--- src/rtl/uart_tx.sv ---
// UART transmit engine: start bit, 8 data bits LSB first, stop bit, each DIV_RATE clocks.
// Define UART_TX_PARITY_EN to insert an even-parity bit before the stop bit.
module uart_tx #(
    parameter int DIV_RATE  = 260,
    parameter int DIV_CNT_W = 9
) (
    input  logic       clk,
    input  logic       reset,
    input  logic       tx_start,
    input  logic [7:0] tx_data,
    output logic       tx_busy,
    output logic       tx_end,
    output logic       tx
);

`ifdef UART_TX_PARITY_EN
    localparam logic [3:0] LAST_BIT = 4'd10;
`else
    localparam logic [3:0] LAST_BIT = 4'd9;
`endif
    localparam logic [DIV_CNT_W-1:0] DIV_LAST = DIV_CNT_W'(DIV_RATE - 1);

    typedef enum logic {IDLE, SEND} state_t;

    state_t               state;
    logic [DIV_CNT_W-1:0] div_cnt;
    logic [3:0]           bit_cnt;
    logic [7:0]           shift;
`ifdef UART_TX_PARITY_EN
    logic                 parity;
`endif

    always_ff @(posedge clk) begin
        if (reset) begin
            state   <= IDLE;
            div_cnt <= '0;
            bit_cnt <= '0;
            shift   <= '0;
            tx      <= 1'b1;
            tx_busy <= 1'b0;
            tx_end  <= 1'b0;
`ifdef UART_TX_PARITY_EN
            parity  <= 1'b0;
`endif
        end else begin
            tx_end <= 1'b0;
            case (state)
                IDLE: begin
                    tx      <= 1'b1;
                    tx_busy <= 1'b0;
                    if (tx_start) begin
                        state   <= SEND;
                        tx_busy <= 1'b1;
                        tx      <= 1'b0;
                        shift   <= tx_data;
                        div_cnt <= '0;
                        bit_cnt <= '0;
`ifdef UART_TX_PARITY_EN
                        parity  <= ^tx_data;
`endif
                    end
                end
                SEND: begin
                    if (div_cnt == DIV_LAST) begin
                        div_cnt <= '0;
                        if (bit_cnt == LAST_BIT) begin
                            state   <= IDLE;
                            tx_busy <= 1'b0;
                            tx_end  <= 1'b1;
                            tx      <= 1'b1;
                            bit_cnt <= '0;
                        end else begin
                            bit_cnt <= bit_cnt + 4'd1;
                            // bit_cnt names the bit just finished; tx takes the one after it
                            if (bit_cnt < 4'd8) begin
                                tx    <= shift[0];
                                shift <= {1'b0, shift[7:1]};
`ifdef UART_TX_PARITY_EN
                            end else if (bit_cnt == 4'd8) begin
                                tx <= parity;
`endif
                            end else begin
                                tx <= 1'b1;
                            end
                        end
                    end else begin
                        div_cnt <= div_cnt + 1'b1;
                    end
                end
                default: state <= IDLE;
            endcase
        end
    end

endmodule

--- config.mk ---
export PLATFORM = sky130hd
export DESIGN_NAME = uart_tx
export DESIGN_NICKNAME = d
export VERILOG_FILES = /design/src/rtl/uart_tx.sv
export SDC_FILE = /design/constraint.sdc
export NUM_CORES = 1
export LEC_CHECK = 0
export CORE_MARGIN = 10
export CORE_UTILIZATION = 44
export DETAILED_ROUTE_END_ITERATION = 12
export PLACE_DENSITY = 0.75
export SETUP_SLACK_MARGIN = 0.02
export SYNTH_ARGS = -nofsm -noshare
export SYNTH_HDL_FRONTEND = slang
export SYNTH_SLANG_ARGS = --single-unit
--- constraint.sdc ---
create_clock -name clk -period 1.97 [get_ports clk]
set_clock_uncertainty 0.05 [all_clocks]
set_input_delay 0.394 -clock clk [delete_from_list [all_inputs] [get_ports clk]]
set_output_delay 0.394 -clock clk [all_outputs]
set_load 0.02 [all_outputs]
==> results of run 1 <==
==> worst min path at each step <==
stage / to / slack, ns
6_report: shift[7]$_SDFFE_PP0P_ / 0.45
5_1_grt: shift[7]$_SDFFE_PP0P_ / 0.46
4_1_cts: shift[7]$_SDFFE_PP0P_ / 0.45
3_5_place_dp: shift[7]$_SDFFE_PP0P_ / 0.43
3_3_place_gp: shift[7]$_SDFFE_PP0P_ / 0.42
2_1_floorplan: shift[7]$_SDFFE_PP0P_ / 0.40
==> power groups by stage <==
stage               clock (uW)  sequential [uW]  combinational, uW
floorplan                    0              549               64.2
global placement             0              549                108
detailed placement           0              550                110
CTS                        240              539                111
global route               258              542                122
finish                     229              539                110
==> flip-flops by register name, summed over array words and instances (netlist names) <==
register  flops
shift         8
state         1
div_cnt       9
bit_cnt       4
tx            1
tx_busy       1
tx_end        1
==> through the flow <==
step	cells	worst slack, ns	total power [uW]
detailed placement	182	0.0759	660
CTS	186	0.103	890
global route	187	0.0332	921
global placement	182	0.118	656
finish	187	0.176	878
floorplan	136	0.313	613
==> worst register-to-register path, stage by stage (launching register included) <==
cell and delay (ns):
dfxtp_1 0.43, ha_1 0.23, nor4b_4 0.29, nand4b_2 0.30
nand2_2 0.24, o221a_2 0.21
==> kinds of logic (layout without fill, tap and decap cells) <==
kind of cell / count (synthesis) / count (layout) / synth area share [%]
AND/OR/NAND/NOR: 63 / 63 / 28.8
AO/OA/AOI/OAI: 33 / 33 / 19.8
flip-flops: 25 / 25 / 40.7
buffers and inverters: 8 / 28 / 4.57
adder cells (fa/ha/maj): 3 / 3 / 3.05
XOR/XNOR: 2 / 2 / 1.42
multiplexers: 2 / 2 / 1.73
==> layout make-up <==
type / instances / share of cell area, %
clock buffer: 3 / 1.56
timing repair buffer: 21 / 13.2
inverter: 3 / 0.779
clock inverter: 1 / 0.519
sequential: 25 / 34.6
multi-input combinational: 103 / 46.7
tap: 31 / 2.68
==> layout by cell type (no fill, tap or decap), types with 6 or more instances in the layout <==
cell type / count
a21oi_1: 6
buf_4: 8
clkdlybuf4s50_1: 13
dfxtp_1: 25
nand2_1: 10
nand3_1: 7
nor2_1: 23
o21ai_0: 8
o221a_2: 7
==> layer usage <==
metal | GRT usage, % | wire length, um | share of wire [%] | vias up
li1 | - | - | - | 539
met1 | 11.4 | 1180 | 47 | 514
met2 | 17.7 | 1240 | 49 | 11
met3 | 1.63 | 49 | 1.9 | 2
met4 | 5.70 | 44 | 1.7 | 0
met5 | 0 | 0 | 0 | -
==> out/metrics.csv, run 1 <==
metric,value,unit
run_status,"finished, final reports clean",
switching_share,24.7,%
wl_per_cell,13.4,um
rsz0062_at_grt,false,
mappedNetlistArea,1230,um^2
power_switching,217,uW
timing_worst_setup_path_type,register to register,
timing.critical_path.cells,"ha_1, nor4b_4, nand4b_2, nand2_2, o221a_2",
internal_power,661,uW
number_of_inserted_diodes,0,
seq_power_share,61.4,%
capturing_point_of_the_worst_reg2reg_path,shift[3]$_SDFFE_PP0P_,
timing.max_slew.rel_slack,69.3,%
vias,1066,
final_hold_violation_count,0,
critical-path-max-stage-delay,0.43,ns
gp_routability_congestion,0.853,
min_path_cells,2,
placed_cell_area,1410,um^2
reg2reg_setup_slack,0.18,ns
timing.final.crit_period,1.79,ns
grt_first_pass_wirelength,4.45,mm
critPathMaxFanout,9,
ys.flop_type,dfxtp_1,
hold_path_class,register to register,
finalWirelength,2.52,mm
clk_path_buf_depth,2,
io_pins,14,
achievable-frequency,557,MHz
fillers,258,
number_of_h_tree_levels,1,
clock-root-buffer,clkbuf_4,
layout-drive-gt1-share,16.7,%
clock_latency_late_sink,0.32,ns
critical_path.endpoint,shift[3]$_SDFFE_PP0P_,
critical_path_required,2.20,ns
placementRows,19,
slowest_stage,dfxtp_1,
clkSlewWorstSetupHoldPaths,0.14,ns
synth.largest_area_cell,dfxtp_1,
timing_max_transition_violations_final,0,
synth_area_per_cell,9.05,um^2
worstSetupPathDepth,5,
gr-usage-all-layers,10.2,%
buffer_ports.inserted,13,
worst-r2r-cell-count,5,
antenna_found_initial,0,
setup_violations_final,0,
grt_max_degree,16,
tritoncts_num_sinks,25,
p_comb_share,12.5,%
synth_top_cells_by_count,"dfxtp_1, nor2_1, nand2_1, o21ai_0",
routed_via_density,5.70,
worst-slew-pin-transition,0.457,ns
tns,0,ns
drt-initial-drc-count,83,
die_w,72.9,um
regToRegStartpoint,div_cnt[0]$_SDFFE_PP0P_,
cts_tree,done,
synth_cells,136,
dieHeight,72.9,um
design.final.nets,171,
cts_repair_resize_count,0,
final_area,1450,um^2
pwr-share-clk,26.1,%
hpwl,1.97,mm
synth_cell_type_count,39,
crit_family,simple AND/OR/NAND/NOR gates,
synth_most_common_cell,dfxtp_1,
cap_violations,0,
fp.dieArea,5310,um^2
utilization,53.3,%
areal_power_density_over_the_cells,607,nW/um^2
first_pass_iters,4,
leading_cell_types_by_total_area_after_synthesis,"dfxtp_1, nor2_1, o221a_2",
finalHoldWorstSlack,0.448,ns
route.detailed.drc,0,
crit_path_end_kind,register,
multi_input_comb_area,674,um^2
synth_seq_cells,25,
syn_nets,150,
design.core.area,2710,um^2
hold_start,shift[7]$_SDFFE_PP0P_,
register_area,500,um^2
critical_path_start,div_cnt[0]$_SDFFE_PP0P_,
grt_overflow,0,
route.antenna.remaining_nets,0,
yosys.area.top_type_share,40.7,%
asr_flop_ratio_synth,0,%
cts-buffers-inserted,3,
timing.final.crit_share,91.1,%
worstSetupStartpointType,register,
worst-endpoint-arrival,2.02,ns
synth-seq-area-share,40.7,%
postCtsSetupBuffers,0,
yosys_warnings,0,
vdd.ir_drop.worst,461,uV
synth-edff-count,0,
initial_core_utilization,45.4,%
flow.area_growth_from_synthesis,17.4,%
number_of_global_route_vias_before_repair,1068,
cts_hold_buf,0,
timing.critical_path.buf_inv,0,
p_leak,0.000548,uW
Power figures use the tool's default switching activity.
==> inputs of run 2 (changes only) <==
Clock period 1.97 ns to 1.9 ns, I/O delays scaled along.
==> out/metrics.csv, run 2 (synthesis results as in run 1) <==
metric,value,unit
design.core.area,2710,um^2
rsz0062_at_grt,false,
timing.final.crit_period,1.75,ns
largest_registers,"div_cnt: 9 flops, shift: 8 flops, bit_cnt: 4 flops",
fp.dieArea,5310,um^2
gp_routability_congestion,0.789,
slowest_stage,nor4b_4,
timing_max_transition_violations_final,0,
vias,1090,
layout.cells.most_common,dfxtp_1,
initial_core_utilization,45.4,%
number_of_global_route_vias_before_repair,1031,
grt_overflow,0,
place_inst,185,
hpwl,2.03,mm
cts_hold_buf,0,
timing_worst_setup_path_type,register to register,
timing.final.crit_share,92.3,%
largest_register,div_cnt,
route.detailed.drc,0,
fillers,261,
vdd.ir_drop.worst,436,uV
flow.area_growth_from_synthesis,20.8,%
clk_path_buf_depth,2,
timing.critical_path.cells,"nor4b_4, nand2_2, buf_4, o41a_1",
reg2reg_setup_slack,0.15,ns
buffer_ports.inserted,13,
clock-root-buffer,clkbuf_4,
drt-initial-drc-count,67,
cts-buffers-inserted,3,
cap_violations,0,
tns,0,ns
placementRows,19,
cts_tree,done,
layout-drive-gt1-share,19.4,%
achievable-frequency,570,MHz
areal_power_density_over_the_cells,610,nW/um^2
design.final.nets,175,
clock_latency_late_sink,0.32,ns
gr-usage-all-layers,10.4,%
timing.max_slew.rel_slack,65.5,%
critPathMaxFanout,10,
first_pass_iters,4,
crit_path_end_kind,register,
worstSetupStartpointType,register,
route.antenna.remaining_nets,0,
timing.critical_path.buf_inv,1,
mostFrequentLayoutCells,"dfxtp_1, nor2_1, clkdlybuf4s50_1",
largest_register_ffs,9,
grt_first_pass_wirelength,4.55,mm
routed_via_density,5.71,
critical_path_required,2.07,ns
tritoncts_num_sinks,25,
run_status,"finished, final reports clean",
hold_path_class,register to register,
antenna_found_initial,0,
worst-endpoint-arrival,1.93,ns
worst-slew-pin-transition,0.514,ns
wl_per_cell,13.9,um
final_hold_violation_count,0,
power,907,uW
non_filler_cells_in_the_finished_layout,191,
io_pins,14,
die_w,72.9,um
setup_violations_final,0,
number_of_inserted_diodes,0,
dieHeight,72.9,um
crit_family,simple AND/OR/NAND/NOR gates,
clkSlewWorstSetupHoldPaths,0.13,ns
finalWirelength,2.65,mm
number_of_h_tree_levels,1,
grt_max_degree,15,
critical-path-max-stage-delay,0.51,ns
p_leak,0.000593,uW
run 2: cell types whose count changed in the layout (fill, tap and decap cells not counted), sizes merged:
cell and delta:
buf +4, clkinv +1, clkinvlp -1
run 2: repair_timing:
item / in CTS / in global routing
gates resized for setup: 0 / 2
setup endpoints to repair: 0 / 10
setup buffers: 0 / 2
run 2: stage by stage:
step	utilization, %	instance area [um^2]	worst slack (ns)	hold WS [ns]
after floorplan	-	1230	0.243	0.398
after global placement	52.8	1430	0.0980	0.410
after detailed placement	52.8	1430	0.0393	0.424
after CTS	53.8	1460	0.113	0.449
after global routing	54.9	1490	0.0342	0.472
final	54.9	1490	0.146	0.447
run 2: metal layers:
layer  vias to the layer above  share of wire [%]  GRT usage, %
met5                         -                  0             0
li1                        556                  -             -
met4                         0                1.9          5.06
met2                        18                 48          16.6
met1                       511                 47          13.0
met3                         5                3.1          2.31
run 2: final cells by class:
type / count / area [um^2] / area share (%)
flip-flops and latches: 25 / 500 / 33.6
clock buffers: 3 / 22.5 / 1.51
inverters: 3 / 11.3 / 0.757
repair buffers: 25 / 220 / 14.8
multi-input cells: 103 / 689 / 46.3
clock inverters: 1 / 5.00 / 0.336
well taps: 31 / 38.8 / 2.61
run 2: worst register-to-register path, delay by kind of cell (launching register included):
kind,cells,cell delay (ns)
AOI/OAI and AO/OA,1,0.36
buffers and inverters,1,0.21
DFF,1,0.40
and+or+nand+nor,2,0.66
run 2: where the power goes:
| group | leakage [uW] | internal, uW | switching (uW) | total [uW] |
|---|---|---|---|---|
| logic | 0.000371 | 61.5 | 52.4 | 114 |
| registers | 0.000204 | 544 | 16.5 | 560 |
| clock network | 0.0000177 | 78.8 | 154 | 233 |
run 2: worst paths after layout:
check | from | end | depth (start not counted)
worst min register to register | shift[7]$_SDFFE_PP0P_ | shift[7]$_SDFFE_PP0P_ | 2
worst min-delay path | shift[7]$_SDFFE_PP0P_ | shift[7]$_SDFFE_PP0P_ | 2
worst max register to register | div_cnt[3]$_SDFFE_PP0P_ | state$_SDFF_PP0_ | 4
worst max-delay path | div_cnt[3]$_SDFFE_PP0P_ | state$_SDFF_PP0_ | 4
